### src/rtl/write_port_arbiter.sv
// write_port_arbiter: round-robin arbiter sharing one FIFO write port
// among NUM_REQ requesters, with bursts of up to MAX_BURST words per grant.
// Optional feature: define WARB_STATS_EN to add per-requester counters
// of acknowledged words (stat_clr / stat_words ports).
module write_port_arbiter #(
    parameter int unsigned NUM_REQ   = 4,
    parameter int unsigned DATA_SIZE = 8,
    parameter int unsigned MAX_BURST = 4
) (
    input  logic                           wclk,
    input  logic                           wrst,
    input  logic [NUM_REQ-1:0]             req,
    input  logic [NUM_REQ*DATA_SIZE-1:0]   wdata_in,
    input  logic                           wfull,
`ifdef WARB_STATS_EN
    input  logic                           stat_clr,
    output logic [NUM_REQ*16-1:0]          stat_words,
`endif
    output logic [NUM_REQ-1:0]             grant,
    output logic [NUM_REQ-1:0]             ack,
    output logic                           winc,
    output logic [DATA_SIZE-1:0]           wdata,
    output logic                           busy
);

    localparam int unsigned OW = (NUM_REQ > 1) ? $clog2(NUM_REQ) : 1;
    localparam int unsigned CW = $clog2(MAX_BURST) + 1;

    typedef enum logic {IDLE, GRANT} state_t;

    state_t              state;
    logic [OW-1:0]       owner;
    logic [OW-1:0]       last_owner;
    logic [OW-1:0]       sel;
    logic [CW-1:0]       cnt;
    logic                last_word;
    logic [DATA_SIZE-1:0] din [NUM_REQ];

    // Unpack the requester data bus into an indexable array
    for (genvar g = 0; g < NUM_REQ; g++) begin : g_unpack
        assign din[g] = wdata_in[g*DATA_SIZE +: DATA_SIZE];
    end

    // Round-robin pick: first requester after last_owner (wrapping)
    always_comb begin
        int unsigned idx;
        idx = 0;
        sel = last_owner;
        for (int unsigned k = NUM_REQ; k >= 1; k--) begin
            idx = (32'(last_owner) + k) % NUM_REQ;
            if (req[OW'(idx)]) begin
                sel = OW'(idx);
            end
        end
    end

    // Write strobe, per-requester ack and data mux for the current owner
    always_comb begin
        winc      = busy & req[owner] & ~wfull & ~wrst;
        ack       = grant & {NUM_REQ{winc}};
        wdata     = busy ? din[owner] : '0;
        last_word = (cnt == CW'(MAX_BURST - 1));
    end

    // Arbiter FSM: pick an owner in IDLE, stream its burst in GRANT
    always_ff @(posedge wclk) begin
        if (wrst) begin
            state      <= IDLE;
            owner      <= '0;
            last_owner <= OW'(NUM_REQ - 1);
            cnt        <= '0;
            grant      <= '0;
            busy       <= 1'b0;
        end else begin
            case (state)
                IDLE: begin
                    if (|req) begin
                        state      <= GRANT;
                        owner      <= sel;
                        last_owner <= sel;
                        cnt        <= '0;
                        grant      <= NUM_REQ'(1) << sel;
                        busy       <= 1'b1;
                    end
                end
                GRANT: begin
                    if ((winc && last_word) || !req[owner]) begin
                        state <= IDLE;
                        cnt   <= '0;
                        grant <= '0;
                        busy  <= 1'b0;
                    end else if (winc) begin
                        cnt <= cnt + CW'(1);
                    end
                end
                default: begin
                    state <= IDLE;
                    cnt   <= '0;
                    grant <= '0;
                    busy  <= 1'b0;
                end
            endcase
        end
    end

`ifdef WARB_STATS_EN
    logic [15:0] stat_q [NUM_REQ];

    for (genvar g = 0; g < NUM_REQ; g++) begin : g_stats
        // Saturating count of accepted words; clear beats increment
        always_ff @(posedge wclk) begin
            if (wrst || stat_clr) begin
                stat_q[g] <= '0;
            end else if (ack[g] && (stat_q[g] != 16'hFFFF)) begin
                stat_q[g] <= stat_q[g] + 16'd1;
            end
        end
        assign stat_words[g*16 +: 16] = stat_q[g];
    end
`endif

endmodule

### config.mk
export PLATFORM = sky130hd
export DESIGN_NAME = write_port_arbiter
export DESIGN_NICKNAME = d
export VERILOG_FILES = /design/src/rtl/write_port_arbiter.sv
export SDC_FILE = /design/constraint.sdc
export NUM_CORES = 1
export LEC_CHECK = 0
export BUFFER_PORTS_ARGS = -buffer_cell sky130_fd_sc_hd__buf_2
export CAP_MARGIN = 25
export CORE_MARGIN = 10
export CORE_UTILIZATION = 43
export CTS_CLUSTER_SIZE = 25
export DETAILED_ROUTE_END_ITERATION = 8
export GPL_ROUTABILITY_DRIVEN = 0
export GPL_TIMING_DRIVEN = 0
export PLACE_DENSITY = 0.89
export RECOVER_POWER = 25
export SLEW_MARGIN = 25
export SYNTH_ARGS = -nofsm -noshare
export SYNTH_HDL_FRONTEND = slang
export SYNTH_SLANG_ARGS = --single-unit
### constraint.sdc
create_clock -name wclk -period 1.66 [get_ports wclk]
set_input_delay 0.166 -clock wclk [delete_from_list [all_inputs] [get_ports wclk]]
set_output_delay 0.166 -clock wclk [all_outputs]
set_load 0.01 [all_outputs]
# Word-level counts from Yosys, hierarchy flattened

Cells that the tools add are included.
Widths: inputs -> output; s select.

Flip-flop bits (word level): 13
Bits of input ports: 39
Logic and storage cells: 68

Add/subtract/negate cells: 5
Magnitude comparators: 6
Equality and inequality tests: 4
Shift operators: 1
Multiplexer cells: 31
Bitwise logic cells: 8
Reductions and logical operators: 7

Operators with widths:

| cell                | count |
|---|---|
| $mux 8              | 3 |
| $bmux 8 s2          | 1 |
| $lt 2x3->1 const B  | 5 |
| $bmux 1 s2          | 5 |
| $mux 1              | 9 |
| $mux 3              | 3 |
| $mux 2              | 4 |
| $mux 4              | 2 |
| $pmux 4 s2          | 1 |
| $pmux 3 s2          | 1 |
| $reduce_and 2->1    | 3 |
| $add 2x1->2 const B | 2 |
| $add 2x2->2 const B | 2 |
| $and 4x4->4         | 1 |
| $pmux 1 s2          | 2 |
| $reduce_or 4->1     | 1 |
| $shl 1x2->4 const A | 1 |
| $add 3x1->3 const B | 1 |
| $and 1x1->1         | 3 |
| $eq 3x2->1 const B  | 1 |
| $ge 3x3->1 const B  | 1 |
| $ne 3x2->1 const B  | 1 |
| $not 1->1           | 3 |
| $not 2->3           | 1 |
| 5 further kinds     | 5 |

# Longest topological paths before layout

Depth in word-level cells: 10
Gate-level depth with buffers: 5
Gate-level depth less buffers: 5

# Worst setup path after synthesis

No wires, ideal clock.

Path type: register to output
Start: register busy
End: output port ack[0]
Arrival: 1.401 ns
Data required time: 1.494 ns
Slack: 0.093 ns
Stages on the path, launching flop included: 5
Buffers on the path: 1
Path through: dfxtp_1 > clkbuf_1 > nand2_1 > a211oi_1 > and2_1

Cells in the longest elaborated chain, start to end: 4

RTL lines:

| what                     | RTL line | source |
|---|---|---|
| start, declared          | 23       | `output logic busy` |
| start signal, assigned   | 73       | `busy <= 1'b0;` |
| start signal, assigned   | 83       | `busy <= 1'b1;` |
| start signal, assigned   | 91       | `busy <= 1'b0;` |
| $and 1x1->1 (3 in a row) | 59       | `winc = busy & req[owner] & ~wfull & ~wrst;` |
| named net winc           | 21       | `output logic winc,` |
| $and 4x4->4              | 60       | `ack = grant & {NUM_REQ{winc}};` |
| end, declared            | 20       | `output logic [NUM_REQ-1:0] ack,` |

The timed path passes the listed nets, and every way through them passes these cells.

# Final worst setup path

Start: register owner[1]
End: output port wdata[3]

Cells in the longest elaborated chain, start to end: 5

RTL lines:

| what                                      | RTL line | source |
|---|---|---|
| start, declared                           | 32       | `logic [OW-1:0] owner;` |
| start signal, assigned                    | 79       | `owner <= sel;` |
| $not 2->3 (implied by the code)           | 61       | `wdata = busy ? din[owner] : '0;` |
| $bmux 8 s2                                | 61       |  |
| $mux 8 (implied by the code) (2 in a row) | 61       |  |
| $mux 8                                    | 61       |  |
| end, declared                             | 22       | `output logic [DATA_SIZE-1:0] wdata,` |

Every way passes these cells. The select of a mux whose other input is x is not followed.

==> run_results.csv <==
group,metric,value,unit
timing,fin_crit,1.753,ns
finish,layout_commonest_cell,"buf_2",
worst_setup_path,cp_max_fo,4,
timing,clock_skew,0.01420,ns
yosys,yosys_warnings,0,
finish,finalNetCount,213,
die,fp.dieW,68.22,um
yosys,yosysTopAreaCellShare,26.03,%
route,drt_iter0_markers,50,
yosys,synth_cells,107,
status,status,"complete, but fails checks",
yosys,avgSynthCellArea,9.343,um2
timing,finalHoldViolations,0,
worst_setup_path,start_kind,"register",
die,chipHeight,68.22,um
timing,max_freq,570.6,MHz
power,peakVddDrop,0.5172,mV
clock_network,htree_levels,1,
worst_setup_path,end_kind,"primary output",
route,finalWirelength,3.645,mm
placed_design,dp_hpwl,2.618,mm
clock_network,clkTransAtPathRegs,0.09,ns
finish,area_growth,44.05,%
timing,fin_ws,-0.09252,ns
power,power_leakage,0.6267,nW
worst_setup_path,crit_required,1.49,ns
finish,utilization,65.10,%
die,core_area,2212,um2
status,violations,"negative setup slack",
clock_network,insertion_delay,0.28,ns
clock_network,clockRootBuffer,"clkbuf_4",
timing,maxSlewViolCount,0,
die,die_area,4653,um2
clock_network,cts.sinks,13,
global_routing,gr-total-overflow,0,
route,postRouteAntennaNets,0,
yosys,synth_area_leader_cell,"dfxtp_1",
route,vias_per_cell,5.528,
yosys,seq_area_frac_synth,26.03,%
timing,timing.final.crit_share,105.6,%
global_routing,grt_usage,16.08,%
worst_setup_path,startpoint,"owner[1]",
yosys,ys.flop_type,"dfxtp_1",
timing,max_slew_margin,66.33,%
yosys,ys_types,30,
worst_setup_path,r2r_cells,5,
route,post-route-drc-count,0,
clock_network,clockBufferDepth,2,
timing,finalSetupViolCount,12,
placed_design,placement.io_buffers,56,
worst_setup_path,worstReg2RegStart,"owner[1]",
die,io_pins,57,
die,rows,17,
route,dr.pass1.iters,4,
yosys,synth-seq-cells,13,
global_routing,antenna_found_initial,0,
timing,tightest_slew,0.5051,ns
timing,grt_setup_unrepaired,"yes",
hold_path,hp-class,"primary input to register",
global_routing,grt_pass1_vias,1232,
route,vias,1100,
global_routing,grt_max_degree,13,
clock_network,cts_buffers,3,
route,drt-wirelength-per-cell,18.32,um
yosys,netlist_top_cells_area,"dfxtp_1 26%, mux4_1 21%, and2_1 7.5%",
yosys,syn_area,999.7,um2
yosys,synthesis.nets,148,
flow_run,drv_cap,0,
yosys,async_reset_ff_share,0,%
clock_network,cts_tree,"done",
hold_path,hold_depth,5,
power,power.density,715.5,nW/um2
finish,antenna_cells,0,
worst_setup_path,cp.arrival,1.59,ns
timing,setup_tns,-0.7404,ns
hold_path,hp-start,"wfull",
die,start_util,45.19,%
finish,drive_gt1_share,49.71,%
worst_setup_path,critPathKind,"register to primary output",
global_routing,grt_pass1_wl,5.713,mm
yosys,synth_edf_count,0,
finish,layout_common_cells,"50 x buf_2, 10 x and2_1, 10 x dfxtp_1",
==> path summary, 6_finish.rpt <==
check | to | slack [ns]
worst max-delay path | wdata[3] | -0.09
worst max register to register | cnt[1] | 0.05
worst min-delay path | state | 0.33
worst min register to register | cnt[0] | 0.48
==> critical path, stage by stage (launching register included) <==
cell,delay [ns]
dfxtp_2,0.35
buf_8,0.13
buf_12,0.12
buf_4,0.14
mux4_2,0.28
and2_1,0.15
buf_2,0.14
==> what timing repair did <==
action,4_1_cts,5_1_grt
gates resized for setup,22,8
pin swaps,9,6
hold buffers,0,0
buffers inserted,4,1
endpoints found under the hold margin,0,0
setup endpoints to repair,13,19
==> report_power, final <==
| part | switching (W) | internal (W) | total, W |
|---|---|---|---|
| Sequential | 0.0000314 | 0.000344 | 0.000375 |
| Combinational | 0.000213 | 0.000240 | 0.000453 |
| Clock | 0.000109 | 0.0000932 | 0.000202 |
| Total | 0.000354 | 0.000676 | 0.00103 |
==> registers in the layout, indices dropped and copies added (netlist names) <==
signal      count
busy            1
state           1
cnt             3
owner           2
last_owner      2
grant           4
==> area by class of cell <==
cell class,instances,area (um2)
plain buffers,4,37.54
inverters,7,26.28
well taps,28,35.03
multi-input cells,82,709.4
flip-flops and latches,13,264.0
fillers,190,772.0
repair buffers,61,341.6
clock buffers,4,26.28
==> Yosys cell counts, drive strengths merged, types with 2 or more instances <==
master / count
clkbuf: 3
mux2i: 3
a21oi: 8
dfxtp: 13
and2: 12
nand2: 9
inv: 7
nor3: 4
buf: 2
o22ai: 5
a211oi: 3
mux4: 8
ha: 2
nor2: 10
nand2b: 5
==> per-layer routing <==
metal | vias to the layer above | wire, um | global-route usage, %
met4 | 0 | 152 | 6.533
met2 | 51 | 2150 | 32.56
li1 | 519 | - | -
met3 | 17 | 203 | 2.773
met5 | - | 0 | 0
met1 | 513 | 1138 | 15.32
==> logic make-up (layout without fill, tap and decap cells) <==
group | after synthesis | after routing | synth area share, %
simple gates | 47 | 47 | 25.41
compound gates | 21 | 21 | 15.15
flops | 13 | 13 | 26.03
buf+inv | 12 | 76 | 5.382
mux | 12 | 12 | 25.53
fa+ha+maj | 2 | 2 | 2.503
==> per-stage QoR <==
step	hold WS (ns)	power, W	setup slack (ns)	instance area (um2)	std cells
after detailed placement	0.4713	0.0007363	-0.04601	1315	191
after floorplan	0.3991	0.0006070	0.09288	999.7	107
after global placement	0.4535	0.0007181	0.01016	1315	191
final	0.3349	0.001030	-0.09252	1440	199
after CTS	0.3022	0.0009944	-0.06701	1393	198
after global routing	0.3864	0.001080	-0.1388	1440	199
Note: power is estimated with default switching activity, not from simulation.
